### config.mk
export PLATFORM = sky130hd
export DESIGN_NAME = item_stock_counter
export DESIGN_NICKNAME = d
export VERILOG_FILES = /design/src/rtl/item_stock_counter.sv
export SDC_FILE = /design/constraint.sdc
export NUM_CORES = 1
export LEC_CHECK = 0
export CAP_MARGIN = 20
export CORE_ASPECT_RATIO = 1.2
export CORE_UTILIZATION = 59
export DETAILED_ROUTE_END_ITERATION = 12
export GPL_TIMING_DRIVEN = 1
export PLACE_DENSITY_LB_ADDON = 0.05
export SYNTH_ARGS = -nofsm -noshare
export SYNTH_HDL_FRONTEND = slang
export SYNTH_SLANG_ARGS = --single-unit
export TNS_END_PERCENT = 100
### constraint.sdc
create_clock -name Clock -period 7.9 [get_ports Clock]
set_clock_uncertainty 0.15 [all_clocks]
set_input_delay 1.185 -clock Clock [delete_from_list [all_inputs] [get_ports Clock]]
set_output_delay 1.185 -clock Clock [all_outputs]
set_load 0.1 [all_outputs]
### src/rtl/item_stock_counter.sv
// Eight-slot vending stock bank with vend/restock request FSM and dispense timer.
// Optional registered LowStock output is enabled by defining ITEM_STOCK_LOW_ALARM_EN.
module item_stock_counter #(
  parameter logic [3:0] INIT_COUNT  = 4'd5,
  parameter int         DISP_CYCLES = 4,
  parameter logic [3:0] LOW_THRESH  = 4'd2
) (
  input  logic       Clock,
  input  logic       Resetn,
  input  logic [2:0] Sel,
  input  logic       Vend,
  input  logic       Restock,
  input  logic [3:0] RestockQty,
  output logic [3:0] Cnt0,
  output logic [3:0] Cnt1,
  output logic [3:0] Cnt2,
  output logic [3:0] Cnt3,
  output logic [3:0] Cnt4,
  output logic [3:0] Cnt5,
  output logic [3:0] Cnt6,
  output logic [3:0] Cnt7,
  output logic       Dispense,
  output logic       VendFail,
  output logic       Busy,
`ifdef ITEM_STOCK_LOW_ALARM_EN
  output logic       LowStock,
`endif
  output logic       SoldOut
);

  // state    | meaning
  // IDLE     | waiting for a vend or restock request
  // CHECK    | one cycle: test stock of latched slot, decrement or refuse
  // DISPENSE | motor enabled for DISP_CYCLES cycles
  // RELEASE  | wait for the vend button to be let go
  typedef enum logic [1:0] {
    IDLE     = 2'd0,
    CHECK    = 2'd1,
    DISPENSE = 2'd2,
    RELEASE  = 2'd3
  } state_t;

  state_t      state, state_next;
  logic [3:0]  cnt [8];
  logic [2:0]  slot;
  logic [3:0]  timer;
  logic        vend_r, restock_r;
  logic        vend_edge, restock_edge;
  logic        do_restock, do_dec, load_slot;
  logic [4:0]  restock_sum;
  logic [3:0]  restock_sat;

  assign vend_edge    = Vend & ~vend_r;
  assign restock_edge = Restock & ~restock_r;

  // 5-bit sum so an overflow past 15 saturates instead of wrapping
  assign restock_sum = {1'b0, cnt[Sel]} + {1'b0, RestockQty};
  assign restock_sat = restock_sum[4] ? 4'hF : restock_sum[3:0];

  always_ff @(posedge Clock or negedge Resetn) begin
    if (!Resetn) begin
      state     <= IDLE;
      vend_r    <= 1'b0;
      restock_r <= 1'b0;
    end else begin
      state     <= state_next;
      vend_r    <= Vend;
      restock_r <= Restock;
    end
  end

  always_comb begin
    state_next = state;
    do_restock = 1'b0;
    do_dec     = 1'b0;
    load_slot  = 1'b0;
    VendFail   = 1'b0;
    case (state)
      IDLE: begin
        if (vend_edge) begin
          load_slot  = 1'b1;
          state_next = CHECK;
        end else if (restock_edge) begin
          do_restock = 1'b1;
        end
      end
      CHECK: begin
        if (cnt[slot] == 4'd0) begin
          VendFail   = 1'b1;
          state_next = RELEASE;
        end else begin
          do_dec     = 1'b1;
          state_next = DISPENSE;
        end
      end
      DISPENSE: begin
        if (timer <= 4'd1) state_next = RELEASE;
      end
      RELEASE: begin
        if (!vend_r) state_next = IDLE;
      end
      default: state_next = IDLE;
    endcase
  end

  always_ff @(posedge Clock or negedge Resetn) begin
    if (!Resetn) begin
      slot  <= 3'd0;
      timer <= 4'd0;
    end else begin
      if (load_slot) slot <= Sel;
      if (state == CHECK) timer <= 4'(DISP_CYCLES);
      else if (state == DISPENSE) timer <= timer - 4'd1;
    end
  end

  always_ff @(posedge Clock or negedge Resetn) begin
    if (!Resetn) begin
      for (int i = 0; i < 8; i++) cnt[i] <= INIT_COUNT;
    end else begin
      for (int i = 0; i < 8; i++) begin
        if (do_restock && (Sel == 3'(i))) cnt[i] <= restock_sat;
        else if (do_dec && (slot == 3'(i))) cnt[i] <= cnt[i] - 4'd1;
      end
    end
  end

  assign Dispense = (state == DISPENSE);
  assign Busy     = (state != IDLE);
  assign SoldOut  = (cnt[Sel] == 4'd0);

  assign Cnt0 = cnt[0];
  assign Cnt1 = cnt[1];
  assign Cnt2 = cnt[2];
  assign Cnt3 = cnt[3];
  assign Cnt4 = cnt[4];
  assign Cnt5 = cnt[5];
  assign Cnt6 = cnt[6];
  assign Cnt7 = cnt[7];

`ifdef ITEM_STOCK_LOW_ALARM_EN
  always_ff @(posedge Clock or negedge Resetn) begin
    if (!Resetn) LowStock <= 1'b0;
    else         LowStock <= (cnt[Sel] != 4'd0) && (cnt[Sel] <= LOW_THRESH);
  end
`else
  logic unused_low_thresh;
  assign unused_low_thresh = ^LOW_THRESH;
`endif

endmodule

## Word-level counts from Yosys, hierarchy flattened

Index checks and enable logic that the tools add are counted.

- Output and inout bits: 36
- Input port bits: 11
- Flip-flop bits (word level): 43
- Word-level logic and storage cells: 123

- $lt $le $gt $ge: 3
- Reductions and logical operators: 32
- Eq/ne operators: 20
- Multiplexer cells: 39
- Add/subtract/negate cells: 10
- Bitwise logic cells: 6

Operators with widths:

| cell | number |
|---|---|
| $mux W4 | 23 |
| $sub A4 B1 Y4 const B | 9 |
| $bmux W4 S3 | 2 |
| $eq A3 B3 Y1 const B | 8 |
| $reduce_bool A2 Y1 | 10 |
| $logic_and A1 B1 Y1 | 16 |
| $eq A3 B2 Y1 const B | 4 |
| $mux W1 | 10 |
| $ge A4 B4 Y1 const B | 2 |
| $logic_not A4 Y1 | 2 |
| $not A3 Y4 | 2 |
| $pmux W2 S4 | 1 |
| $eq A3 B1 Y1 const B | 2 |
| $logic_not A3 Y1 | 2 |
| $mux W2 | 3 |
| $add A4 B4 Y5 | 1 |
| $eq A2 B2 Y1 const B | 2 |
| $le A4 B1 Y1 const B | 1 |
| $ne A2 B2 Y1 const B | 2 |
| $reduce_and A3 Y1 | 1 |
| $and A1 B1 Y1 | 2 |
| $eq A2 B1 Y1 const B | 1 |
| $logic_not A2 Y1 | 1 |
| $ne A2 B1 Y1 const B | 1 |
| $not A1 Y1 | 2 |

## Depth between registers and ports, before layout

- Depth in word-level cells: 10
- Gate-level depth with buffers: 13
- Mapped depth without buffers: 10

## Least setup slack after synthesis

OpenSTA, ideal clock, no wires.

- Kind: input to output
- Start: in Sel[0]
- End: out SoldOut
- Required time: 6.565 ns
- Stages on the path: 5
- Path buffers: 2
- Data arrival time: 5.429 ns
- Slack: 1.136 ns
- Cell sequence: buf_2 -> buf_1 -> mux4_1 -> mux2_2 -> nor4_1

- Longest elaborated chain between the ends: 5

RTL lines:

| what | RTL line | source |
|---|---|---|
| start, declared | 10 | `input logic [2:0] Sel,` |
| $not A3 Y4 (not written as such) | 130 | `assign SoldOut = (cnt[Sel] == 4'd0);` |
| $bmux W4 S3 | 130 |  |
| $mux W4 (not written as such) (2 in a row) | 130 |  |
| $logic_not A4 Y1 | 130 |  |
| end, declared | 28 | `output logic SoldOut` |

No other way between the ends. The select of a mux whose other input is x is not followed.

## Worst setup path in the final report

Same ends and word-level chain as after synthesis.

==> out/qor.csv <==
metric,value,unit
initial antenna violation count,0,
Synth Flop Type,dfrtp_1,
Starting DRT DRC Count,198,
CTS Buf Count,5,
diode count,0,
cells on worst reg2reg path,11,
GR Util All Layers,30.4,%
CP arrival,4.52,ns
Clock Tree Root,clkbuf_8,
fmax,171,MHz
RSZ-0062 raised after global routing,false,
Hold Path Class,flip-flop to flip-flop,
Setup CP Type,input pin to primary output,
reg2reg setup slack,4.41,ns
"Cell Area, Synth",3180,sq um
H-tree depth,2,
hpwl dp,5830,um
Final ANT Viol Nets,0,
Worst Path Max Fanout,17,
slew at the pin closest to its max-slew limit,0.985,ns
Slew headroom,34.2,%
I/O Buffers,46,
Core Rows,28,
"Distinct cells, synth",55,
Final Slew Violations,0,
part of the Yosys area used for sequential elements,34.5,%
CP startpoint kind,input pin,
CORE AREA,5040,sq um
# Max-Cap Violations,0,
outcome,completed,
CP startpoint,Sel[0],
Die H,82.4,um
Synth Net Count,363,
Synth Instances,333,
setup_tns,0,ns
"Reg clk slew, reported paths",0.09,ns
endpoint class of the critical path,primary output,
"FFs w/ async S/R, synth",100,%
Pre-antenna DRT Iters,6,
"Data required, critical path",6.57,ns
worst flop-to-flop path startpoint,Cnt3[0]$_DFFE_PN1P_,
gr ovfl total,0,
Die ar.,5680,sq um
Final nets,403,
final worst-path cycle share,74.1,%
wire per inst,18.6,um
initial core utilization,62.9,%
"Avg Cell Area, Syn",9.54,sq um
Syn. warnings,0,
"Setup violations, final",0,
Die Wd,69.0,um
detailed-route DRC error count,0,
Via Count,2838,
final WL,8080,um
largest net degree at the start of global routing,44,
final hold violations,0,
CTS tree,built,
GPL Wtd Cong,0.865,
Worst Setup EP,SoldOut,
first-pass GRT wire length,12700,um
CTS sink cnt,43,
Worst-Skew Late Latency,0.30,ns
PostCTS Resize Cnt,0,
Layout Cells excl Fill,434,
number of synthesized register bits,43,
Max Root-Sink Buffers,2,
minimum clock period after layout,5.85,ns
vias in the first global route,2646,
setup bufs post-CTS,0,
share of post-route cells with drive strength above 1,13.9,%
Area Growth Syn to Fin,19.2,%
Post-synth EDFFs,0,
dpl cells,425,
vias per inst,6.54,
IO Pins,47,
WHS Path Cells,1,
hold buffer count at CTS,0,
reg2reg end,Cnt3[0]$_DFFE_PN1P_,
==> cell families after synthesis <==
| kind of cell | count (synthesis) | synth area share [%] |
|---|---|---|
| AO/OA/AOI/OAI | 65 | 14.0 |
| XOR/XNOR | 10 | 2.76 |
| adder cells (fa/ha/maj) | 19 | 7.72 |
| buffers and inverters | 43 | 5.59 |
| flip-flops | 43 | 34.5 |
| multiplexers | 31 | 13.8 |
| AND/OR/NAND/NOR | 122 | 21.6 |
==> state kept, by name, summed over array words and instances (netlist names), 4 cells and up <==
register  cells
Cnt5          4
Cnt0          4
Cnt6          4
Cnt2          4
Cnt1          4
Cnt4          4
Cnt7          4
timer         4
Cnt3          4
==> synthesized netlist by cell type (3+ instances only) <==
| master | instances | area (sq um) |
|---|---|---|
| a21oi_1 | 6 | 30.0 |
| a31o_1 | 6 | 52.6 |
| buf_2 | 7 | 35.0 |
| clkbuf_1 | 7 | 26.3 |
| dfrtp_1 | 27 | 676 |
| dfstp_2 | 16 | 420 |
| ha_1 | 18 | 225 |
| inv_1 | 25 | 93.8 |
| mux2_2 | 8 | 90.1 |
| mux2i_1 | 14 | 140 |
| mux4_2 | 8 | 180 |
| nand2_1 | 27 | 101 |
| nand2b_1 | 4 | 25.0 |
| nand3_1 | 12 | 60.1 |
| nand3b_1 | 6 | 45.0 |
| nand4_1 | 3 | 18.8 |
| nor2_1 | 13 | 48.8 |
| nor2b_1 | 3 | 18.8 |
| nor3_1 | 13 | 65.1 |
| nor3b_1 | 4 | 30.0 |
| nor4_1 | 4 | 25.0 |
| o211ai_1 | 8 | 60.1 |
| o21a_1 | 4 | 30.0 |
| o21ai_0 | 9 | 45.0 |
| o21ai_1 | 4 | 20.0 |
| o221ai_1 | 4 | 35.0 |
| o22ai_1 | 12 | 75.1 |
| or2_1 | 4 | 25.0 |
| or3_1 | 8 | 50.1 |
| or4_1 | 8 | 60.1 |
| xnor2_1 | 5 | 43.8 |
| xor2_1 | 5 | 43.8 |
==> stage by stage <==
stage	util, %	worst slack, ns	hold WS, ns	area, sq um
floorplan	-	1.14	0.349	3180
global placement	72.4	2.09	0.377	3650
detailed placement	72.4	2.03	0.406	3650
CTS	74.7	2.03	0.433	3770
global route	75.0	1.85	0.446	3790
finish	75.0	2.05	0.432	3790
==> layer usage <==
layer | global-route usage (%) | vias up | share of wire [%]
met3 | 4.81 | 24 | 7.1
met5 | 0 | - | 0
met1 | 40.3 | 1369 | 43
li1 | - | 1315 | -
met4 | 12.9 | 0 | 2.1
met2 | 48.6 | 130 | 48
==> final cells by class <==
cell class	count	area [sq um]
clock buffer	5	68.8
clock inverter	3	43.8
fill	385	1260
inverter	26	97.6
multi-input combinational	247	1910
sequential	43	1100
tap	60	75.1
timing repair buffer	50	498
==> cells in the final DEF (no fill, tap or decap), types with 6 or more instances in the layout <==
master | synthesis | layout
mux2i_1 | 14 | 14
inv_1 | 25 | 25
a31o_1 | 6 | 6
o21ai_0 | 9 | 9
ha_1 | 18 | 18
a21oi_1 | 6 | 6
dfstp_2 | 16 | 16
nor3_1 | 13 | 12
o22ai_1 | 12 | 12
nand2_1 | 27 | 27
nor2_1 | 13 | 13
mux4_2 | 8 | 8
or3_1 | 8 | 8
mux2_2 | 8 | 8
o211ai_1 | 8 | 8
nand3_1 | 12 | 12
or4_1 | 8 | 8
clkdlybuf4s50_1 | 0 | 45
nand3b_1 | 6 | 6
dfrtp_1 | 27 | 27
==> critical path: stages <==
cell and delay [ns]:
clkdlybuf4s50_1 0.92, mux4_1 0.64, mux2_2 0.29, nor4_1 0.28, clkdlybuf4s50_1 1.19
==> how the worst min path moves through the flow <==
stage | startpoint | end | slack [ns]
after global routing | Cnt1[2]$_DFFE_PN1P_ | Cnt1[2]$_DFFE_PN1P_ | 0.45
after global placement | timer[3]$_DFFE_PN0P_ | timer[3]$_DFFE_PN0P_ | 0.38
final | state[1]$_DFFE_PN0P_ | state[1]$_DFFE_PN0P_ | 0.43
after floorplan | timer[3]$_DFFE_PN0P_ | timer[3]$_DFFE_PN0P_ | 0.35
after CTS | timer[3]$_DFFE_PN0P_ | timer[3]$_DFFE_PN0P_ | 0.43
after detailed placement | timer[3]$_DFFE_PN0P_ | timer[3]$_DFFE_PN0P_ | 0.41
Power is not shown: default switching activity piles up to over one toggle a cycle in this logic, so the estimate is an artifact.
